--- src/rtl/truth_table_engine.sv ---
// Double-buffered, programmable truth-table evaluator with ready/valid input and output streams.
// Software loads a shadow bank via WRITE/CLEAR commands and swaps it in with COMMIT.
module truth_table_engine #(
  parameter int unsigned      N_IN        = 3,
  parameter int unsigned      N_OUT       = 2,
  parameter logic [N_OUT-1:0] DEFAULT_ROW = '0
) (
  input  logic             clk,
  input  logic             rst_n,
  input  logic             cfg_valid,
  output logic             cfg_ready,
  input  logic [1:0]       cfg_op,
  input  logic [N_IN-1:0]  cfg_addr,
  input  logic [N_OUT-1:0] cfg_data,
  input  logic             in_valid,
  output logic             in_ready,
  input  logic [N_IN-1:0]  in_vec,
  output logic             out_valid,
  input  logic             out_ready,
  output logic [N_OUT-1:0] out_data,
  output logic             loaded
);

  localparam int unsigned DEPTH = 1 << N_IN;

  localparam logic ST_IDLE  = 1'b0;
  localparam logic ST_CLEAR = 1'b1;

  localparam logic [1:0] OP_WRITE  = 2'd0;
  localparam logic [1:0] OP_COMMIT = 2'd1;
  localparam logic [1:0] OP_CLEAR  = 2'd2;

  logic [N_OUT-1:0] bank_a [DEPTH];
  logic [N_OUT-1:0] bank_b [DEPTH];

  logic             state;
  logic [N_IN-1:0]  clr_cnt;
  logic             active_sel;
  logic             cfg_fire;
  logic             in_fire;
  logic             shadow_we;
  logic [N_IN-1:0]  shadow_addr;
  logic [N_OUT-1:0] shadow_wdata;
  logic [N_OUT-1:0] active_row;

  assign cfg_ready = (state == ST_IDLE);
  assign in_ready  = !out_valid || out_ready;
  assign cfg_fire  = cfg_valid && cfg_ready;
  assign in_fire   = in_valid && in_ready;

  always_comb begin
    shadow_we    = 1'b0;
    shadow_addr  = cfg_addr;
    shadow_wdata = cfg_data;
    if (state == ST_CLEAR) begin
      shadow_we    = 1'b1;
      shadow_addr  = clr_cnt;
      shadow_wdata = DEFAULT_ROW;
    end else if (cfg_fire && (cfg_op == OP_WRITE)) begin
      shadow_we = 1'b1;
    end
  end

  // Only the shadow bank is ever written, so evaluation never sees a partial update.
  always_ff @(posedge clk) begin
    if (shadow_we) begin
      if (active_sel) begin
        bank_a[shadow_addr] <= shadow_wdata;
      end else begin
        bank_b[shadow_addr] <= shadow_wdata;
      end
    end
  end

  assign active_row = active_sel ? bank_b[in_vec] : bank_a[in_vec];

  always_ff @(posedge clk) begin
    if (!rst_n) begin
      state      <= ST_IDLE;
      clr_cnt    <= '0;
      active_sel <= 1'b0;
      loaded     <= 1'b0;
    end else begin
      case (state)
        ST_IDLE: begin
          if (cfg_fire) begin
            case (cfg_op)
              OP_COMMIT: begin
                active_sel <= ~active_sel;
                loaded     <= 1'b1;
              end
              OP_CLEAR: begin
                state   <= ST_CLEAR;
                clr_cnt <= '0;
              end
              default: ;
            endcase
          end
        end
        default: begin
          // Counter wraps back to zero on the final row.
          clr_cnt <= clr_cnt + N_IN'(1);
          if (&clr_cnt) state <= ST_IDLE;
        end
      endcase
    end
  end

  // Lookup uses the bank selected before any same-cycle COMMIT takes effect.
  always_ff @(posedge clk) begin
    if (!rst_n) begin
      out_valid <= 1'b0;
      out_data  <= DEFAULT_ROW;
    end else if (in_fire) begin
      out_valid <= 1'b1;
      out_data  <= loaded ? active_row : DEFAULT_ROW;
    end else if (out_ready) begin
      out_valid <= 1'b0;
    end
  end

endmodule

--- config.mk ---
export PLATFORM = sky130hd
export DESIGN_NAME = truth_table_engine
export DESIGN_NICKNAME = d
export VERILOG_FILES = /design/src/rtl/truth_table_engine.sv
export SDC_FILE = /design/constraint.sdc
export NUM_CORES = 1
export LEC_CHECK = 0
export CELL_PAD_IN_SITES_DETAIL_PLACEMENT = 0
export CELL_PAD_IN_SITES_GLOBAL_PLACEMENT = 1
export CORE_MARGIN = 3
export CORE_UTILIZATION = 45
export DETAILED_ROUTE_END_ITERATION = 10
export PLACE_DENSITY = 0.88
export SLEW_MARGIN = 20
export SYNTH_ARGS = -nofsm -noshare
export SYNTH_HDL_FRONTEND = slang
export SYNTH_SLANG_ARGS = --single-unit
--- constraint.sdc ---
create_clock -name clk -period 2.2 [get_ports clk]
set_input_delay 0.55 -clock clk [delete_from_list [all_inputs] [get_ports clk]]
set_output_delay 0.55 -clock clk [all_outputs]
set_load 0.02 [all_outputs]
==> summary.md, run 1 <==
* longest individual stage delay on the worst path: 0.51 ns
* total non-filler cell area in the finished layout: 2147 um2
* ordered list of cells on the worst path: clkdlybuf4s50_1 -> buf_12 -> mux4_2 -> a22oi_1 -> nand3_1 -> a32o_1
* number of synthesized register bits: 41
* Post-Syn Instances: 130
* Worst Slack Setup Final: 0.1936 ns
* Pwr per Cell Area: 682.3 nW/um2
* xor/xnor cell area share of the yosys netlist: 0.4930%
* I/O Buffers: 20
* sequential standard cell area: 1142 um2
* final hold viol count: 0
* synthesis-to-finish area growth: 20.85%
* Synth Flop Type: edfxtp_1
* fraction of layout instances using a drive strength above 1: 11.39%
* main combinational cell family by area after synthesis: simple AND/OR/NAND/NOR gates
* DP Area: 2064 um2
* post-CTS setup buffer count: 0
* total wire length after detailed routing: 3.350 mm
* clock buffer count from CTS: 5
* floorplan core area: 3744 um2
* adder-cell share of the synthesized area: 1.408%
* y dimension of the die: 68.84 um
* Setup CP Type: in2reg
* final-report setup violation count: 0
* fin. max-slew vios: 0
* LEAKAGE: 0.7449 nW
* count of standard-cell rows: 22
* required time at the worst-slack endpoint: 2.39 ns
* number of standard cells in the layout, taps in and fillers out: 206
* average wire per cell in the routed design: 16.26 um
* Ys Warns: 0
* netlist area before placement: 1777 um2
* all-layer global routing usage: 17.06%
* initial core utilization: 47.46%
* number of buffers added to fix hold violations after cts: 0
* library cell contributing the largest single delay on the critical path: clkdlybuf4s50_1
* GRT overflow: 0
* CP top delay family: buffers and inverters
* category of the worst setup path launch point: primary input
* number of instances in the placed design: 198
* worst-case clock buffer depth: 2
* proportion of synthesized flip-flops having asynchronous set or reset: 0%
* worst voltage drop across the vdd grid: 0.3780 mV
* endpoint type of the worst setup path: register
* clock tree from TritonCTS: built
* routed via count: 1105
* crit path DAT: 2.20 ns
* first-pass iteration count of the detailed router: 4
* DR vias/cell: 5.364
* # fillers: 299
* mux cell area share after synthesis: 10.99%
* outcome: finished clean
* half-perimeter wire length of the detailed placement result: 2.469 mm
* final weighted congestion in routability-driven placement: 0.7511
* headroom to the max-slew limit: 29.55%
* number of design rule violations left after detail routing: 0
* Avg Cell Area, Syn: 13.67 um2
* top post-synthesis cells by count: edfxtp_1, nor2_1, nand2_1, dfxtp_1, nor2b_1
* antenna violations before repair: 0
* count of unique library cells instantiated by Yosys: 26
* fin crit share: 91.20%
* via count of the first global-routing pass: 1160
* portion of synthesized cell area occupied by the leading cell type: 54.08%
* biggest area contributors in the synthesized netlist: edfxtp_1, dfxtp_1, mux4_1
* DR iter-0 viols: 27
* sequential share of the synthesized area: 64.23%
* clock-pin slew reported for the worst setup and hold paths after clock tree synthesis: 0.08 ns
* Hold WC Path Type: reg2reg
* n_diodes: 0
* H-tree depth: 2
* die span in x: 68.84 um
* IO Pins: 21
* number of flops mapped to enable cells by yosys: 32
* pre-CTS setup slack: -0.1240 ns
* total clock sinks: 41
* f_max: 498.4 MHz
* CP Max Fanout: 8
* die area: 4738 um2
* Bufs and invs on worst path: 2
* max-cap check violation count: 0
* number of antenna-violating nets in the routed design: 0
* pin slew with the least headroom to its limit: 1.055 ns
* library cell with the largest summed area after synthesis: edfxtp_1
* unrepaired setup endpoints after global routing: no
* worst clock skew: 0.007004 ns
* clock root buffer master: clkbuf_8
* syn nets: 147
* complex-gate fraction of the synthesized area: 7.113%
* pin count of the biggest net entering global routing: 17
* most common cell in the netlist: edfxtp_1
* fin nets: 174
* final worst path period need: 2.006 ns
* area taken by multi-input logic gates: 586.8 um2
* first-pass GRT wire length: 5.582 mm
* clk_lat worst skew: 0.29 ns
* simple-gate share of the synthesized area: 13.03%
[flip-flops by register name (all words and copies together), names as in the netlist]
name	cells
bank_a	16
active_sel	1
out_data	2
loaded	1
bank_b	16
clr_cnt	3
state	1
out_valid	1
[final cells by class]
class | count | area share, %
Tap cell | 48 | 2.797
Inverter | 5 | 0.8741
Timing Repair Buffer | 26 | 11.95
Clock inverter | 2 | 0.4662
Clock buffer | 6 | 3.380
Multi-Input combinational cell | 78 | 27.33
Sequential cell | 41 | 53.21
[report_power, final]
part           switching [W]  internal, W  leakage (nW)
clock network       0.000247     0.000220        0.0450
logic              0.0000693    0.0000704         0.337
registers          0.0000101     0.000848         0.363
[routing by layer]
metal  part of all wire (%)  vias up  global-route usage [%]
li1                       -      540                       -
met1                     42      534                   20.09
met2                     51       24                   28.25
met3                    4.1        7                   5.348
met4                    2.4        0                   8.273
met5                      0        -                       0
[worst reg2reg max path, cell delays in order, from the launching register on]
cell and delay, ns:
dfxtp_2 0.38, o41ai_1 0.38, buf_4 0.17, nand2_1 0.11, nor2_1 0.22
[kinds of logic after synthesis]
family,count (synthesis)
simple gates,51
flops,41
compound gates,16
buf+inv,11
mux,8
fa+ha+maj,2
xor+xnor,1
[stage by stage]
stage | setup TNS (ns) | hold WS [ns] | utilization, % | total power [W]
5_1_grt | 0 | 0.5339 | 57.35 | 0.001524
2_1_floorplan | 0 | 0.4692 | - | 0.0009488
3_5_place_dp | -1.105 | 0.4957 | 55.15 | 0.001016
4_1_cts | 0 | 0.5156 | 57.32 | 0.001471
3_3_place_gp | -0.6134 | 0.4813 | 55.15 | 0.001009
6_report | 0 | 0.5111 | 57.35 | 0.001465
[cells in the final DEF, fill, tap and decap left out, types with 4 or more instances in the layout]
cell	n
clkdlybuf4s50_1	19
a22oi_1	4
nand2_1	11
nor2_1	21
clkbuf_8	5
nand2b_1	5
dfxtp_1	8
buf_4	5
edfxtp_1	32
mux4_2	4
inv_1	5
mux4_1	4
nand3_1	4
nor2b_1	6
[what timing repair did]
action / CTS / global route
endpoints found under the hold margin: 0 / 0
gates resized for setup: 1 / 1
pin swaps: 0 / 0
endpoints found under the setup margin: 1 / 1
[path summary, 6_finish.rpt]
kind | depth (start not counted) | start | slack, ns | end
worst max-delay path | 6 | in_vec[0] | 0.19 | out_data[0]$_SDFFE_PN0P_
worst min-delay path | 1 | out_data[1]$_SDFFE_PN0P_ | 0.51 | out_data[1]$_SDFFE_PN0P_
worst max register to register | 4 | state$_SDFF_PN0_ | 0.63 | bank_a[6][0]$_DFFE_PP_
worst min register to register | 1 | out_data[1]$_SDFFE_PN0P_ | 0.51 | out_data[1]$_SDFFE_PN0P_
Power figures use the tool's default switching activity.
==> run 2: changes to the inputs <==
ABC_AREA = 1   (was not set)
CORE_UTILIZATION = 42   (was 45)
==> run 2 against run 1 <==
Against the previous run:
- via count is 28% higher
- global-route usage down 2.1 points
- non-clock buffer count did not move
- sequential share of layout area decreased by 3.5 points
- design area up 7.0%
- combinational power rose by 23%
- largest cell class unchanged
==> summary.md, run 2 <==
* half-perimeter wire length of the detailed placement result: 2.700 mm
* H-tree depth: 2
* portion of synthesized cell area occupied by the leading cell type: 49.71%
* LEAKAGE: 0.9679 nW
* Synth Flop Type: edfxtp_1
* clock root buffer master: clkbuf_8
* post-route setup TNS: 0 ns
* Ys Warns: 0
* required time at the worst-slack endpoint: 1.65 ns
* final-report setup violation count: 0
* most common cell in the netlist: nand2_1
* max-cap check violation count: 0
* simple-gate share of the synthesized area: 24.60%
* cell count of the worst hold path: 2
* first-pass GRT wire length: 6.037 mm
* first-pass iteration count of the detailed router: 4
* longest individual stage delay on the worst path: 0.46 ns
* outcome: finished clean
* y dimension of the die: 73.84 um
* count of unique library cells instantiated by Yosys: 21
* number of buffers added to fix hold violations after cts: 0
* main combinational cell family by area after synthesis: simple AND/OR/NAND/NOR gates
* netlist area before placement: 1933 um2
* mux cell area share after synthesis: 0%
* initial core utilization: 43.79%
* clock buffer count from CTS: 5
* average wire per cell in the routed design: 11.98 um
* endpoint type of the worst setup path: output port
* Avg Cell Area, Syn: 8.867 um2
* number of antenna-violating nets in the routed design: 0
* ordered list of cells on the worst path: clkdlybuf4s50_1 -> inv_1 -> nand2_1 -> dlygate4sd2_1
* total wire length after detailed routing: 3.581 mm
* worst reg-to-reg path cell count: 7
* synthesis-to-finish area growth: 18.83%
* proportion of synthesized flip-flops having asynchronous set or reset: 0%
* adder-cell share of the synthesized area: 1.294%
* unrepaired setup endpoints after global routing: no
* final hold viol count: 0
* most common cell after layout, fill and taps aside: nand2_1
* Hold WC Path Type: reg2reg
* stages on the worst setup path: 4
* Bufs and invs on worst path: 3
* total clock sinks: 41
* Post-Syn Instances: 218
* all-layer global routing usage: 14.95%
* total non-filler cell area in the finished layout: 2297 um2
* die span in x: 73.84 um
* clk_lat worst skew: 0.29 ns
* Setup CP Type: in2out
* number of design rule violations left after detail routing: 0
* I/O Buffers: 20
* fin crit share: 90.51%
* worst clock skew: 0.001702 ns
* number of flops mapped to enable cells by yosys: 32
* die area: 5452 um2
* biggest area contributors in the synthesized netlist: edfxtp_1, nand2_1, dfxtp_1
* clock-pin slew reported for the worst setup and hold paths after clock tree synthesis: 0.07 ns
* largest registers: bank_a: 16 flops, bank_b: 16 flops, clr_cnt: 3 flops
* final weighted congestion in routability-driven placement: 0.7714
* number of instances in the placed design: 291
* commonest cells after routing, fill and taps aside: nand2_1, inv_1, edfxtp_1, nand3_1, nor2_1
* DR vias/cell: 4.736
* xor/xnor cell area share of the yosys netlist: 0%
* clock tree from TritonCTS: built
* routed via count: 1416
* fin nets: 263
* worst voltage drop across the vdd grid: 0.2571 mV
* library cell contributing the largest single delay on the critical path: clkdlybuf4s50_1
* fraction of layout instances using a drive strength above 1: 9.312%
* complex-gate fraction of the synthesized area: 5.178%
* pin count of the biggest net entering global routing: 17
* floorplan core area: 4414 um2
* pin slew with the least headroom to its limit: 0.9957 ns
* n_diodes: 0
* f_max: 502.2 MHz
* top post-synthesis cells by count: nand2_1, inv_1, edfxtp_1, nand3_1, nor2_1
* antenna violations before repair: 0
* CP Max Fanout: 2
* final worst path period need: 1.991 ns
* number of synthesized register bits: 41
* category of the worst setup path launch point: primary input
* utilization of the core after routing: 52.04%
* DR iter-0 viols: 125
* sequential share of the synthesized area: 59.03%
* headroom to the max-slew limit: 33.37%
* number of standard cells in the layout, taps in and fillers out: 299
* GRT overflow: 0
* library cell with the largest summed area after synthesis: edfxtp_1
* syn nets: 235
* crit path DAT: 1.44 ns
* fin. max-slew vios: 0
* Pwr per Cell Area: 660.5 nW/um2
* worst-case clock buffer depth: 2
* count of standard-cell rows: 24
* DP Area: 2207 um2
* CP top delay family: buffers and inverters
* IO Pins: 21
* via count of the first global-routing pass: 1308
run 2: report_power, final:
| group | internal [W] | switching (W) |
|---|---|---|
| sequential | 0.000850 | 0.00000903 |
| combinational | 0.0000689 | 0.000104 |
| clock | 0.000255 | 0.000230 |
| total | 0.00117 | 0.000343 |
run 2: area by class of cell:
cell class	instances	area, um2
fillers	414	2117
clock buffers	8	90.09
well taps	52	65.06
inverters	40	155.1
multi-input cells	132	600.6
repair buffers	26	244.0
flip-flops and latches	41	1142
run 2: worst min-delay path, delay by kind of cell (launching register included):
family	cells	cell delay [ns]
simple gates	1	0.06
compound gates	1	0.05
flops	1	0.31
run 2: repair_timing:
action / CTS / global route
setup endpoints to repair: 1 / 1
cloned: 0 / 0
setup buffers: 0 / 0
pin swaps: 0 / 0
gates resized for setup: 1 / 1
hold endpoints to repair: 0 / 0
run 2: kinds of logic (layout without fill, tap and decap cells):
logic type | Yosys count | count (layout)
simple gates | 115 | 115
buf+inv | 45 | 74
compound gates | 15 | 15
flops | 41 | 41
fa+ha+maj | 2 | 2
run 2: metrics by stage:
stage	setup slack, ns	hold slack, ns	power, W
4_1_cts	0.06717	0.4725	0.001528
5_1_grt	0.1703	0.5096	0.001582
3_3_place_gp	-0.05276	0.4598	0.001050
6_report	0.2088	0.4701	0.001517
2_1_floorplan	0.7093	0.4517	0.0009785
3_5_place_dp	-0.07294	0.4631	0.001050
run 2: worst paths after layout:
check	slack (ns)	to	startpoint
worst max-delay path	0.21	in_ready	out_ready
worst min-delay path	0.47	out_data[0]$_SDFFE_PN0P_	out_data[0]$_SDFFE_PN0P_
worst max register to register	0.55	bank_b[4][1]$_DFFE_PP_	state$_SDFF_PN0_
worst min register to register	0.47	out_data[0]$_SDFFE_PN0P_	out_data[0]$_SDFFE_PN0P_
run 2: per-layer routing:
layer  track usage, %  vias up  share of wire [%]
li1                 -      747                  -
met1            20.67      631                 48
met2            22.64       30                 46
met3            3.010        8                3.9
met4            6.640        0                2.2
met5                0        -                  0
==> run 3: changes to the inputs <==
HOLD_SLACK_MARGIN = 0.15   (was not set)
clock period = 2.1 ns   (was 2.2 ns; I/O delays follow)
==> run 3 against run 2 <==
Against the previous run:
- power up 14%
- critical path depth decreased by 2
- via count grew 0.14%
- register-to-register slack got worse by 0.15 ns
- clock skew grew 0.0067 ns
- worst hold slack improved by 0.0016 ns
- sequential share of layout area shrank 0.96 points
- non-clock buffer count rose by 2
- design area up 1.9%
- final cell count rose by 0.67%
- critical path type is now reg2out
==> summary.md, run 3 (synthesis gave the netlist of run 2 again) <==
* Pwr per Cell Area: 736.8 nW/um2
* FF-to-FF setup slack: 0.40 ns
* first-pass GRT wire length: 6.147 mm
* crit path DAT: 1.46 ns
* worst clock skew: 0.008433 ns
* Hold WC Path Type: reg2reg
* required time at the worst-slack endpoint: 1.57 ns
* fin nets: 265
* via count of the first global-routing pass: 1349
* pin count of the biggest net entering global routing: 17
* clock root buffer master: clkbuf_8
* y dimension of the die: 73.84 um
* fin crit share: 94.67%
* number of antenna-violating nets in the routed design: 0
* die area: 5452 um2
* most common cell after layout, fill and taps aside: nand2_1
* category of the worst setup path launch point: register
* cell count of the worst hold path: 2
* worst voltage drop across the vdd grid: 0.2719 mV
* f_max: 503.0 MHz
* number of design rule violations left after detail routing: 0
* initial core utilization: 43.79%
* final worst path period need: 1.988 ns
* H-tree depth: 2
* number of buffers added to fix hold violations after cts: 0
* total non-filler cell area in the finished layout: 2340 um2
* post-cts repair resize count: 1
* utilization of the core after routing: 53.00%
* average wire per cell in the routed design: 12.14 um
* n_diodes: 0
* fraction of layout instances using a drive strength above 1: 10.44%
* clock buffer count from CTS: 5
* GRT overflow: 0
* DR iter-0 viols: 101
* endpoint type of the worst setup path: output port
* count of standard-cell rows: 24
* post-CTS setup buffer count: 0
* all-layer global routing usage: 15.18%
* DR vias/cell: 4.711
* FF-to-FF Start: state$_SDFF_PN0_
* CP Max Fanout: 8
* I/O Buffers: 20
* unrepaired setup endpoints after global routing: no
* clock tree from TritonCTS: built
* fin. max-slew vios: 0
* final hold viol count: 0
* largest registers: bank_a: 16 flops, bank_b: 16 flops, clr_cnt: 3 flops
* first-pass iteration count of the detailed router: 5
* headroom to the max-slew limit: 57.71%
* outcome: finished clean
* clk_lat worst skew: 0.29 ns
* floorplan core area: 4414 um2
* half-perimeter wire length of the detailed placement result: 2.747 mm
* commonest cells after routing, fill and taps aside: nand2_1, inv_1, edfxtp_1, nand3_1, nor2_1
* max-cap check violation count: 0
* antenna violations before repair: 0
* worst reg-to-reg path cell count: 7
* Setup CP Type: reg2out
* final weighted congestion in routability-driven placement: 0.7500
* clock-pin slew reported for the worst setup and hold paths after clock tree synthesis: 0.08 ns
* synthesis-to-finish area growth: 21.04%
* total clock sinks: 41
* routed via count: 1418
* LEAKAGE: 0.9907 nW
* total wire length after detailed routing: 3.655 mm
* final-report setup violation count: 0
* worst reg2reg endpoint: bank_b[0][1]$_DFFE_PP_
* Critical Path End: cfg_ready
* worst-case clock buffer depth: 2
* die span in x: 73.84 um
* Critical Path Start: state$_SDFF_PN0_
* IO Pins: 21
* pin slew with the least headroom to its limit: 0.6337 ns
* DP Area: 2222 um2
-- run 3: cell types whose count changed in the layout (fill, tap and decap cells not counted), sizes merged --
| cell | before | now |
|---|---|---|
| buf | 6 | 8 |
| bufinv | 0 | 1 |
| clkbuf | 8 | 7 |
-- run 3: report_power, final --
part | internal, W | switching, W
logic | 0.0000754 | 0.000110
registers | 0.000889 | 0.00000806
clock network | 0.000387 | 0.000253
-- run 3: how the worst min path moves through the flow --
stage	start	to	slack [ns]
after floorplan	clr_cnt[1]$_SDFFE_PN0P_	clr_cnt[1]$_SDFFE_PN0P_	0.45
final	out_data[0]$_SDFFE_PN0P_	out_data[0]$_SDFFE_PN0P_	0.47
after global routing	out_data[0]$_SDFFE_PN0P_	out_data[0]$_SDFFE_PN0P_	0.51
after global placement	out_data[0]$_SDFFE_PN0P_	out_data[0]$_SDFFE_PN0P_	0.46
after CTS	out_data[0]$_SDFFE_PN0P_	out_data[0]$_SDFFE_PN0P_	0.48
after detailed placement	out_data[0]$_SDFFE_PN0P_	out_data[0]$_SDFFE_PN0P_	0.47
-- run 3: per-stage QoR --
step	hold slack [ns]	power [W]	TNS [ns]	instances	setup slack, ns
global placement	0.4570	0.001102	-1.227	293	-0.1029
CTS	0.4765	0.001736	0	301	0.1162
finish	0.4717	0.001724	0	301	0.1120
floorplan	0.4517	0.001025	0	218	0.6220
global route	0.5076	0.001801	0	301	0.05512
detailed placement	0.4676	0.001103	-2.490	293	-0.1048
-- run 3: layer usage --
metal / vias up / wire length, um / GRT usage [%]
met5: - / 0 / 0
met4: 0 / 82 / 6.841
met3: 8 / 113 / 3.830
met2: 23 / 1694 / 23.23
met1: 640 / 1764 / 20.21
li1: 747 / - / -
-- run 3: critical path, stage by stage, from the launching register on --
cell and delay, ns:
dfxtp_1 0.56, inv_6 0.07, clkdlybuf4s50_1 0.55
-- run 3: area by class of cell --
type | instances | area [um2]
multi-input combinational | 132 | 603.1
sequential | 41 | 1141
inverter | 40 | 155.1
clock inverter | 1 | 30.03
fill | 427 | 2074
tap | 52 | 65.06
clock buffer | 7 | 86.33
timing repair buffer | 28 | 259.0
